--- config.mk ---
export PLATFORM = sky130hd
export DESIGN_NAME = debounce_multi
export DESIGN_NICKNAME = d
export VERILOG_FILES = /design/src/rtl/debounce_pkg.sv /design/src/rtl/debounce_chan.sv /design/src/rtl/debounce_multi.sv
export SDC_FILE = /design/constraint.sdc
export NUM_CORES = 1
export LEC_CHECK = 0
export CORE_ASPECT_RATIO = 0.5
export CORE_MARGIN = 10
export CORE_UTILIZATION = 52
export DETAILED_ROUTE_END_ITERATION = 7
export PLACE_DENSITY = 0.78
export SETUP_SLACK_MARGIN = 0.2
export SLEW_MARGIN = 20
export SYNTH_ARGS = -nofsm -noshare
export SYNTH_HDL_FRONTEND = slang
export SYNTH_SLANG_ARGS = --single-unit
--- constraint.sdc ---
create_clock -name clk -period 1.7 [get_ports clk]
set_input_delay 0.17 -clock clk [delete_from_list [all_inputs] [get_ports clk]]
set_output_delay 0.17 -clock clk [all_outputs]
set_load 0.01 [all_outputs]
--- src/rtl/debounce_pkg.sv ---
// +----------------------------------------------------------------------------+
// | debounce_pkg                                                               |
// | Shared state encodings and defaults for the multi-channel debouncer.       |
// | Revision: 1.0                                                              |
// +----------------------------------------------------------------------------+
`default_nettype none

package debounce_pkg;

  localparam int DEFAULT_N = 3;

  typedef enum logic [1:0] {
    ZERO  = 2'b00,
    WAIT0 = 2'b01,
    ONE   = 2'b10,
    WAIT1 = 2'b11
  } db_state_t;

  // The debounced level is high while settled high or while qualifying a fall.
  function automatic logic level_of(input db_state_t s);
    return (s == ONE) || (s == WAIT0);
  endfunction

endpackage

`default_nettype wire

--- src/rtl/debounce_chan.sv ---
// +----------------------------------------------------------------------------+
// | debounce_chan                                                              |
// | One debounce channel: 4-state FSM, N-bit down-counter, edge tick flops.    |
// | Revision: 1.0                                                              |
// +----------------------------------------------------------------------------+
`default_nettype none

module debounce_chan
  import debounce_pkg::*;
#(
  parameter int N = DEFAULT_N
) (
  input  logic clk,
  input  logic reset,
  input  logic sw,
  output logic level,
  output logic rise,
  output logic fall
);

  localparam logic [N-1:0] C_CNT_ONE = N'(1);
  localparam logic [N-1:0] C_CNT_ALL = '1;

  db_state_t      r_state;
  logic [N-1:0]   r_cnt;
  logic           r_rise;
  logic           r_fall;
  logic [N-1:0]   w_cnt_dec;

  assign w_cnt_dec = r_cnt - C_CNT_ONE;

  // Counter only moves in WAIT states with a matching sample, so it never wraps.
  always_ff @(posedge clk or posedge reset) begin
    if (reset) begin
      r_state <= ZERO;
      r_cnt   <= '0;
      r_rise  <= 1'b0;
      r_fall  <= 1'b0;
    end else begin
      r_rise <= 1'b0;
      r_fall <= 1'b0;
      case (r_state)
        ZERO: begin
          if (sw) begin
            r_state <= WAIT1;
            r_cnt   <= C_CNT_ALL;
          end
        end
        WAIT1: begin
          if (sw) begin
            r_cnt <= w_cnt_dec;
            if (w_cnt_dec == '0) begin
              r_state <= ONE;
              r_rise  <= 1'b1;
            end
          end else begin
            r_state <= ZERO;
          end
        end
        ONE: begin
          if (!sw) begin
            r_state <= WAIT0;
            r_cnt   <= C_CNT_ALL;
          end
        end
        WAIT0: begin
          if (!sw) begin
            r_cnt <= w_cnt_dec;
            if (w_cnt_dec == '0) begin
              r_state <= ZERO;
              r_fall  <= 1'b1;
            end
          end else begin
            r_state <= ONE;
          end
        end
        default: r_state <= ZERO;
      endcase
    end
  end

  assign level = level_of(r_state);
  assign rise  = r_rise;
  assign fall  = r_fall;

endmodule

`default_nettype wire

--- src/rtl/debounce_multi.sv ---
// +----------------------------------------------------------------------------+
// | debounce_multi                                                             |
// | CH independent switch debouncers with level, rise and fall outputs.        |
// | Optional 2-flop input synchroniser enabled by DEBOUNCE_SYNC_EN.            |
// | Revision: 1.0                                                              |
// +----------------------------------------------------------------------------+
`default_nettype none

module debounce_multi
  import debounce_pkg::*;
#(
  parameter int CH = 4,
  parameter int N  = DEFAULT_N
) (
  input  logic          clk,
  input  logic          reset,
  input  logic [CH-1:0] sw,
  output logic [CH-1:0] db_level,
  output logic [CH-1:0] db_rise,
  output logic [CH-1:0] db_fall
);

  logic [CH-1:0] w_sw_fsm;

`ifdef DEBOUNCE_SYNC_EN
  logic [CH-1:0] r_sync1;
  logic [CH-1:0] r_sync2;

  always_ff @(posedge clk or posedge reset) begin
    if (reset) begin
      r_sync1 <= '0;
      r_sync2 <= '0;
    end else begin
      r_sync1 <= sw;
      r_sync2 <= r_sync1;
    end
  end

  assign w_sw_fsm = r_sync2;
`else
  assign w_sw_fsm = sw;
`endif

  for (genvar gi = 0; gi < CH; gi++) begin : g_chan
    debounce_chan #(
      .N(N)
    ) u_chan (
      .clk   (clk),
      .reset (reset),
      .sw    (w_sw_fsm[gi]),
      .level (db_level[gi]),
      .rise  (db_rise[gi]),
      .fall  (db_fall[gi])
    );
  end

endmodule

`default_nettype wire

==> results of run 1 <==
==> routing by layer <==
layer / part of all wire, % / global-route usage (%)
met2: 53 / 22.7
met1: 41 / 14.2
met4: 0.96 / 4.14
met5: 0 / 0
met3: 4.7 / 3.20
==> worst min-delay path by stage <==
stage,from,to,slack (ns),cells after the start
after floorplan,reset,g_chan[0].u_chan.fall,0.24,1
after global placement,g_chan[2].u_chan.r_cnt[1],g_chan[2].u_chan.r_cnt[1],0.49,1
after detailed placement,g_chan[2].u_chan.r_cnt[1],g_chan[2].u_chan.r_cnt[1],0.49,1
after CTS,reset,g_chan[3].u_chan.r_cnt[2],0.21,2
after global routing,reset,g_chan[3].u_chan.r_cnt[0],0.22,2
final,reset,g_chan[3].u_chan.r_cnt[0],0.19,2
==> power breakdown <==
part           switching, uW  internal (uW)  total, uW
logic                   1860           1860       3720
registers                169            892       1060
clock network            207            160        366
==> flip-flops by register name (all words and copies together), names as in the netlist <==
register / flops
g_chan.u_chan.r_cnt: 12
g_chan.u_chan.fall: 4
g_chan.u_chan.rise: 4
g_chan.u_chan.r_state: 8
==> logic make-up after synthesis <==
family,after synthesis
simple gates,55
xor+xnor,4
fa+ha+maj,24
mux,12
buf+inv,40
compound gates,49
flops,28
==> cell usage after synthesis, types with 4 or more instances <==
master,instances,share of area (%)
a211oi_1,4,1.5
a21oi_1,14,3.5
a2bb2oi_1,5,2.2
buf_4,13,4.9
dfrtp_1,28,35
ha_1,24,15
inv_1,24,4.5
mux2_2,4,2.3
mux2i_1,8,4.0
nand2_1,12,2.3
nand3_1,4,1.0
nor2_1,17,3.2
nor3_1,6,1.5
nor3b_1,6,2.3
o21ai_0,5,1.3
o31ai_1,4,1.5
xnor2_1,4,1.8
==> what timing repair did <==
item / in CTS / in global routing
endpoints found under the setup margin: 20 / 26
setup buffers: 14 / 5
gates cloned: 0 / 0
resized for setup: 33 / 55
pin swaps: 15 / 15
==> cell usage in the layout, fill, tap and decap left out, types with 3 or more instances in the layout <==
cell and count:
dfrtp_1 28, buf_4 20, inv_1 19, nor2_1 14, clkdlybuf4s50_1 13, nand2_1 12
ha_4 12, ha_1 9, buf_6 9, a21oi_2 7, a21oi_1 7, mux2i_1 5
o21ai_0 4, mux2_2 4, xnor2_2 4, nand3_1 4, a2bb2oi_1 4, o31ai_1 4
inv_2 4, nor3b_1 4, mux2i_4 3, a211o_1 3, and3_1 3, o32ai_2 3
or3_4 3, a211oi_2 3, ha_2 3, clkbuf_8 3
==> critical path, cell delays in order (launching register included) <==
cell and delay (ns):
dfrtp_1 0.40, buf_4 0.16, ha_4 0.19, or3_4 0.36, and2_4 0.18, o32a_1 0.28
==> through the flow <==
| stage | util (%) | power [uW] | setup WS, ns | std cells | area, um^2 |
|---|---|---|---|---|---|
| 2_1_floorplan | - | 2920 | 0.125 | 212 | 2020 |
| 3_3_place_gp | 62.5 | 3380 | 0.00295 | 275 | 2230 |
| 3_5_place_dp | 62.5 | 3480 | -0.0663 | 275 | 2230 |
| 4_1_cts | 70.6 | 4280 | 0.0507 | 292 | 2520 |
| 5_1_grt | 78.5 | 5560 | -0.0255 | 297 | 2800 |
| 6_report | 78.5 | 5150 | 0.0174 | 297 | 2800 |
==> final cells by class <==
type                       instances  area [um^2]
clock buffer                       3         41.3
tap                               51         63.8
fill                             205          766
timing repair buffer              47          430
inverter                          24         92.6
multi-input combinational        144         1470
sequential                        28          701
==> impl_results.md, run 1 <==
* Status: finished, final reports clean
* Layout cells sized above 1 at 39.8%
* Clock Sinks at 28
* Hold WC Path Type: in2async
* # H-tree levels at 1
* R2R depth at 5
* Largest family of logic cells by synthesized area: compound AO/OA/AOI/OAI gates
* Die W at 108 um
* Total CTS buffers at 3
* Clk slew on worst S/H paths at 0.09 ns
* DRT antenna net count at 0
* GRT overflow at 0
* HPWL Detailed at 2820 um
* Post-Synth Simple-Gate Area at ~14%
* Async SR Flop Fraction at 100%
* Vias per cell at ~5.4
* Compound-Gate Fraction of Synth Area at 17.1%
* Site Rows at 15
* Mapped Avg Cell Area at 9.41 um^2
* Syn Nets at 242
* GPL Wtd Cong at 0.861
* Min Tclk post-route at about 1.7 ns
* Setup crit end: g_chan[1].u_chan.r_cnt[2]
* Synth Cell Area at 1990 um^2
* Peak supply drop at 1030 uV
* Initial Util at 55.9%
* Post-synthesis adder-cell area fraction at 15.1%
* RSZ-0062 raised after global routing: true
* Gr usage total at 12.6%
* CTS tree: done
* Clock Tree Root: clkbuf_8
* Largest net degree at the start of global routing at 19
* Setup TNS at 0 ns
* Crit share post-route at 99.0%
* Post-synthesis mux area share at 6.27%
* Hold_buf cts at 0
* Core Footprint at 3570 um^2
* Worst-margin pin slew at roughly 0.48 ns
* Worst reg2reg endpoint: g_chan[1].u_chan.r_cnt[2]
* Post-synth EDFFs at 0
* CP required at around 1.9 ns
* Synth warn at 0
* Hold Violations, Final at 0
* Die height at between 60 and 70 um
* Final setup fails at 0
* # IOs at 18
* Residual DRC count at 0
* Max_cap viols at 0
* PortBufs at 17
* Clock skew at about 0.0018 ns
* Initial antenna violation count at 0
* Lkg Pwr at 0.00125 uW
* Layout Nets at 278
* Critical path class: reg2reg
* Top_reg_cell synth: dfrtp_1
* DR vias at 1595
* Synth Instances at 212
* Clock tree buffer depth at 2
* ANT cells at 0
* Synth Register Bits at 28
* Clock Latency Late Sink at 0.28 ns
* DRT Pass-1 Iters at 4
* Vias in the first global route at 1647
* Register area share after synthesis at 35.1%
* Final count of pins violating max slew at 0
* Startpoint types: register
* Die area at roughly 7000 um^2
* Post-Synth XOR/XNOR Area at 1.76%
* Crit. End Element: register
* Power per standard cell area at 1840 nW/um^2
* First-pass GRT wire length at around 7300 um
* Fmax at between 0.5 and 0.6 GHz
* Count of cell types in the netlist at 36
* Critical Path AT at 1.85 ns
* Reg2reg start: g_chan[1].u_chan.r_state[0]
* Top fanout value on the critical path at 6
* Worst hold margin at slightly below 0.2 ns
* Reg-to-reg setup timing slack at around 0.017 ns
* WL/cell at 16.1 um
* WL final at 4780 um
* Crit. Startpoint: g_chan[1].u_chan.r_state[0]
* Layout area overhead at 40.4%
* Initial detailed-routing violation count at 39
* Slew HR at 68.2%
Note: power is estimated with default switching activity, not from simulation.
==> run 2: changes to the inputs <==
--- a/config.mk
+++ b/config.mk
@@ -5,13 +5,15 @@
 export SDC_FILE = /design/constraint.sdc
 export NUM_CORES = 1
 export LEC_CHECK = 0
+export ABC_AREA = 1
 export CORE_ASPECT_RATIO = 0.5
 export CORE_MARGIN = 10
-export CORE_UTILIZATION = 52
+export CORE_UTILIZATION = 51
 export DETAILED_ROUTE_END_ITERATION = 7
-export PLACE_DENSITY = 0.78
+export PLACE_DENSITY = 0.77
 export SETUP_SLACK_MARGIN = 0.2
 export SLEW_MARGIN = 20
 export SYNTH_ARGS = -nofsm -noshare
 export SYNTH_HDL_FRONTEND = slang
 export SYNTH_SLANG_ARGS = --single-unit
+export TNS_END_PERCENT = 10
==> run 2 against run 1 <==
  * Register-to-register slack gained 0.24 ns
  * Power shrank 22%
  * Wire length is 28% lower
  * Clock skew increased by 0.0081 ns
  * Sequential cell count is the same
  * Combinational power shrank 32%
  * Critical path type unchanged
  * Critical endpoint unchanged
  * Largest power group unchanged
==> impl_results.md, run 2 <==
* Flop pwr share at 26.9%
* Layout cells sized above 1 at between 10% and 20%
* Clock Tree Root: clkbuf_8
* Top_reg_cell synth: dfrtp_1
* Initial detailed-routing violation count at 26
* Lkg Pwr at 0.00117 uW
* Clock skew at 0.00984 ns
* Clock tree buffer depth at 2
* CP required at 1.87 ns
* Largest area contributor in the netlist: dfrtp_1
* # IOs at 18
* Top-count cell post-synth: nand2_1
* Setup WS post-layout at 0.258 ns
* Largest net degree at the start of global routing at 29
* Status: finished, final reports clean
* FILL cells at roughly 290
* NetSw at between 1500 and 2000 uW
* Max reg flops at 12
* Site Rows at 15
* Internal power at 2180 uW
* Async SR Flop Fraction at 100%
* Total CTS buffers at 3
* Residual DRC count at 0
* Startpoint types: register
* Reg2reg start: g_chan[1].u_chan.r_state[0]
* Footprint of the multi-input gates at between 900 and 1000 um^2
* Clk slew on worst S/H paths at roughly 0.10 ns
* Die area at between 6000 and 7000 um^2
* RSZ-0062 raised after global routing: true
* Die height at about 63 um
* DRT antenna net count at 0
* Clock Sinks at 28
* DRT Pass-1 Iters at 4
* Die W at 105 um
* GRT overflow at 0
* Power per standard cell area at 1880 nW/um^2
* Initial antenna violation count at 0
* # H-tree levels at 1
* Post-synth EDFFs at 0
* Final count of pins violating max slew at 0
* Register area share after synthesis at 38.0%
* Syn Nets at 267
* Setup TNS at 0 ns
* Top reg by flops: g_chan.u_chan.r_cnt
* Area share of the largest cell type after synthesis at 38.0%
* Critical path class: reg2reg
* Vias per cell at approximately 4.8
* Max_cap viols at 0
* Gr usage total at 10.8%
* Synth warn at 0
* Layout area overhead at 16.3%
* Commonest non-fill, non-tap cell in the layout: nand2_1
* Synth Cell Area at around 1800 um^2
* Core Footprint at 3450 um^2
* Worst reg2reg endpoint: g_chan[1].u_chan.r_cnt[2]
* First-pass GRT wire length at between 6000 and 7000 um
* Vias in the first global route at 1534
* Final setup fails at 0
* Layout Nets at roughly 290
* Hold Violations, Final at 0
* Fmax at just under 0.7 GHz
* Critical Path AT at 1.61 ns
* Registers with the most flip-flops: g_chan.u_chan.r_cnt (12), g_chan.u_chan.r_state (8)
* Clock power share at 10.4%
* Top fanout value on the critical path at 6
* Slew HR at about 77%
* Reg-to-reg setup timing slack at 0.26 ns
* Mapped Avg Cell Area at a little under 8 um^2
* Crit. End Element: register
* PortBufs at 17
* Initial Util at 53.4%
* Synth Register Bits at 28
* Worst-margin pin slew at 0.336 ns
* Most frequent cells in the layout: 58 x nand2_1, 36 x inv_1, 28 x dfrtp_1, 24 x ha_1, 15 x o21ai_0
* Post-Place Worst Slack at around 0.23 ns
* Hold_buf cts at 0
* R2R depth at 6
* Synth Instances at 237
* Clock Latency Late Sink at around 0.28 ns
* Register area at 701 um^2
* ANT cells at 0
* Comb power frac at 62.7%
* Min Tclk post-route at 1.44 ns
* Crit share post-route at 84.8%
* Switching part of the total at 45.9%
* GPL Wtd Cong at about 0.88
* Area contributors post-synth: dfrtp_1 38%, ha_1 16%, nand2_1 12%
* Count of cell types in the netlist at 16
* WL final at 3460 um
* HPWL Detailed at 2650 um
* DR vias at about 1500
* Hold WC Path Type: in2async
* CTS tree: done
* Most instantiated cells after synthesis: 58 x nand2_1, 36 x inv_1, 28 x dfrtp_1
* Peak supply drop at 1020 uV
* WL/cell at 11.3 um
==> run 2: cell count changes after synthesis, moves of 8 or more <==
cell | before | now
a21oi_1 | 14 | 1
o21ai_1 | 0 | 12
nand2_1 | 12 | 58
nand3_1 | 4 | 12
mux2i_1 | 8 | 0
o21ai_0 | 5 | 18
inv_1 | 24 | 36
==> run 2: stage by stage <==
stage | total power, uW | hold WS (ns) | instance area, um^2 | util [%] | instances
3_5_place_dp | 3410 | 0.484 | 2000 | 57.8 | 294
2_1_floorplan | 2900 | 0.235 | 1840 | - | 237
6_report | 4020 | 0.256 | 2140 | 62.1 | 306
3_3_place_gp | 3260 | 0.473 | 2000 | 57.8 | 294
5_1_grt | 4510 | 0.311 | 2140 | 62.1 | 306
4_1_cts | 3950 | 0.277 | 2110 | 61.1 | 306
==> run 2: cells by family after synthesis <==
kind of cell	synth area share [%]
AO/OA/AOI/OAI	9.84
flip-flops	38.0
AND/OR/NAND/NOR	22.7
adder cells (fa/ha/maj)	16.3
buffers and inverters	13.2
==> run 2: routing by layer <==
layer	vias up	routed length (um)	GRT usage, %
met2	24	1800	20.7
met1	674	1450	10.2
met5	-	0	0
met3	12	107	3.29
li1	761	-	-
met4	0	108	5.78
==> run 2: cell type report <==
type                            count  share of cell area (%)
Sequential cell                    28                    32.7
Multi-Input combinational cell    156                    43.2
Tap cell                           51                    2.98
Inverter                           41                    7.18
Timing Repair Buffer               26                    11.4
Clock buffer                        4                    2.57
==> run 2: critical path, cell delays in order (launching register included) <==
cell and delay [ns]:
dfrtp_1 0.40, buf_4 0.15, ha_1 0.27, o21ai_0 0.21, nand2_1 0.17, nand2_1 0.09, o21ai_1 0.06
==> run 2: repair_timing <==
item,4_1_cts,5_1_grt
resized for setup,1,13
buffers inserted,8,0
endpoints found under the setup margin,4,16
==> run 2: how the worst max path moves through the flow <==
stage	depth (start not counted)	startpoint	end
6_report	6	g_chan[1].u_chan.r_state[0]	g_chan[1].u_chan.r_cnt[2]
5_1_grt	7	g_chan[0].u_chan.r_state[1]	g_chan[0].u_chan.r_cnt[0]
4_1_cts	3	g_chan[2].u_chan.r_state[0]	db_level[2]
3_5_place_dp	3	g_chan[3].u_chan.r_state[0]	db_level[3]
3_3_place_gp	3	g_chan[3].u_chan.r_state[0]	db_level[3]
2_1_floorplan	8	g_chan[0].u_chan.r_state[0]	g_chan[0].u_chan.r_state[0]
==> run 2: power by group through the flow <==
| stage | clock, uW | combinational, uW | sequential, uW |
|---|---|---|---|
| floorplan | 0 | 1790 | 1100 |
| global placement | 0 | 2140 | 1120 |
| detailed placement | 0 | 2260 | 1150 |
| CTS | 421 | 2460 | 1070 |
| global route | 441 | 2950 | 1120 |
| finish | 419 | 2520 | 1080 |
==> variant, RTL diff (settings of run 1) <==
The 4 states of `db_state_t` get a Gray code encoding in 2 bits.
--- a/src/rtl/debounce_pkg.sv
+++ b/src/rtl/debounce_pkg.sv
@@ -12,8 +12,8 @@
   typedef enum logic [1:0] {
     ZERO  = 2'b00,
     WAIT0 = 2'b01,
-    ONE   = 2'b10,
-    WAIT1 = 2'b11
+    ONE   = 2'b11,
+    WAIT1 = 2'b10
   } db_state_t;
 
   // The debounced level is high while settled high or while qualifying a fall.
Formal check against the unedited RTL: no difference found for any inputs over 10 cycles, from zero or initial values and one cycle with reset high; not proved beyond that.
==> variant against run 1 <==
  * Final area is 0.94% lower
  * Routed wire length fell by 1.8%
  * Total power is 10% lower
  * Setup slack improved by 0.051 ns
  * Combinational power decreased by 20%
  * Critical path depth is 1 higher
  * Final cell count decreased by 2.0%
  * Sequential share of layout area increased by 0.37 points
  * Utilization is 1.8 points higher
  * Critical endpoint is now g_chan[0].u_chan.r_state[0]
  * Sequential cell count did not move
  * Via count decreased by 1.4%
  * Hold slack better by 0.053 ns
  * First-iteration DRC count is 49% higher
  * Area after synthesis shrank 6.0%
  * Highest routed layer unchanged
==> variant: results (changes against run 1) <==
| Metric | Value |
|---|---|
| YS warnings | 0 (unchanged) |
| Commonest cells post-synth | dfrtp_1 (28), ha_1 (25), inv_1 (18), nor2_1 (18), buf_4 (14) |
| Fillers | 187 (-8.8%) |
| DP HPWL | 2460 µm (-13%) |
| CP max-delay cell | dfrtp_1 |
| Synth top area cells | dfrtp_1 (37%), ha_1 (17%), buf_4 (5.6%) |
| Critical Path AT | 1.79 ns (-0.06 ns) |
| Root Buffer | clkbuf_8 |
| Worst vdd ir | 0.959 mV (-6.6%) |
| First-pass GRT wire length | 6850 µm (-6.3%) |
| Synth cell types | 42 (+17%) |
| Dpl ws | -0.00311 ns (+0.0632 ns) |
| Final #Nets | 272 (-2.2%) |
| Final hold viol count | 0 (unchanged) |
| Largest net degree at the start of global routing | 29 (+10) |
| Worst-Margin Slew | 0.440 ns (-0.0363 ns) |
| Total number of vias | 1,572 (-1.4%) |
| Vias in the first global route | 1,546 (-6.1%) |
| RD Place Congestion | 0.789 (-8.4%) |
| Port Buffer Count | 17 (unchanged) |
| Max FO, Critical Path | 4 (-2) |
| WL/cell | 16.1 µm (+0.27%) |
| H-tree depth | 1 (unchanged) |
| CTS buffer count | 3 (unchanged) |
| Fin Clk Skew | 0.00155 ns (-0.000229 ns) |
| Status | completed |
| Syn Nets | 228 (-5.8%) |
| Sequential area share after synthesis | 37.4% (+2.3 points) |
| Detailed Route Iter0 Violations | 58 (+49%) |
| Leakage | 1.22 nW (-2.7%) |
| 1st-pass router iterations | 4 (unchanged) |
| Layout cells sized above 1 | 46.7% (+6.8 points) |
| CP top delay family | compound AO/OA/AOI/OAI gates |
| Global-route usage over all layers | 12.2% (-0.41 points) |
| Worst-path clk slew | ~0.10 ns |
| Worst-skew pair later-pin latency | roughly 0.27 ns |
| HP Class | in2async |
| Ys async rst share | 100% (unchanged) |
==> variant: cell types whose count changed after synthesis, sizes merged, moves of 4 or more <==
cell	run 1	this run
a2bb2oi	5	1
inv	24	20
mux2i	8	0
nand2b	0	8
nor3b	6	1
o21a	0	4
o21ai	5	1
or2	0	6
xor2	0	4
==> variant: area by class of cell <==
| class | count | area [µm²] | area share [%] |
|---|---|---|---|
| clock buffers | 3 | 41.3 | 1.49 |
| clock inverters | 1 | 30.0 | 1.08 |
| inverters | 20 | 82.6 | 2.98 |
| multi-input cells | 133 | 1360 | 49.0 |
| flip-flops and latches | 28 | 704 | 25.4 |
| well taps | 51 | 63.8 | 2.30 |
| repair buffers | 55 | 493 | 17.8 |
==> variant: what timing repair did <==
item	in CTS	in global routing
pin swaps	10	15
buffers inserted	22	8
endpoints found under the setup margin	12	18
resized for setup	47	59
==> variant: routing by layer <==
metal | wire length (µm) | vias up | GRT usage, %
met3 | 189 | 12 | 3.40
met1 | 2000 | 780 | 13.5
met4 | 110 | 0 | 4.42
met5 | 0 | - | 0
li1 | - | 741 | -
met2 | 2390 | 39 | 21.8
==> variant: cell families (layout without fill, tap and decap cells) <==
group	Yosys count	after routing	synth area share [%]
AOI/OAI and AO/OA	36	36	13.8
xor gates and xnor gates	7	7	3.27
adders and majority gates	25	25	16.7
buffers and inverters	36	79	10.1
DFF	28	28	37.4
muxes	1	1	0.601
and+or+nand+nor	64	64	18.2
==> variant: per-stage QoR <==
stage                     area [µm²]  std cells  hold slack [ns]
after floorplan                 1910        197            0.235
after global placement          2090        257            0.524
after detailed placement        2090        257            0.533
after CTS                       2420        283            0.259
after global routing            2770        291            0.288
final                           2770        291            0.247
==> variant: power breakdown <==
group | switching [W] | total (W) | internal (W)
Combinational | 0.00139 | 0.00297 | 0.00158
Sequential | 0.000248 | 0.00112 | 0.000870
Clock | 0.000217 | 0.000532 | 0.000315
==> variant: final timing paths <==
| check | from | endpoint | slack (ns) | depth (start not counted) |
|---|---|---|---|---|
| min in group clk | sw[3] | g_chan[3].u_chan.rise | 0.54 | 3 |
| max in group asynchronous | reset | g_chan[0].u_chan.r_state[1] | 1.16 | 3 |
| worst min-delay path | reset | g_chan[2].u_chan.fall | 0.25 | 3 |
| worst max-delay path | g_chan[0].u_chan.r_cnt[1] | g_chan[0].u_chan.r_state[0] | 0.07 | 6 |
| worst max register to register | g_chan[0].u_chan.r_cnt[1] | g_chan[0].u_chan.r_state[0] | 0.07 | 6 |
| worst min register to register | g_chan[1].u_chan.r_cnt[0] | g_chan[1].u_chan.r_cnt[0] | 0.57 | 1 |
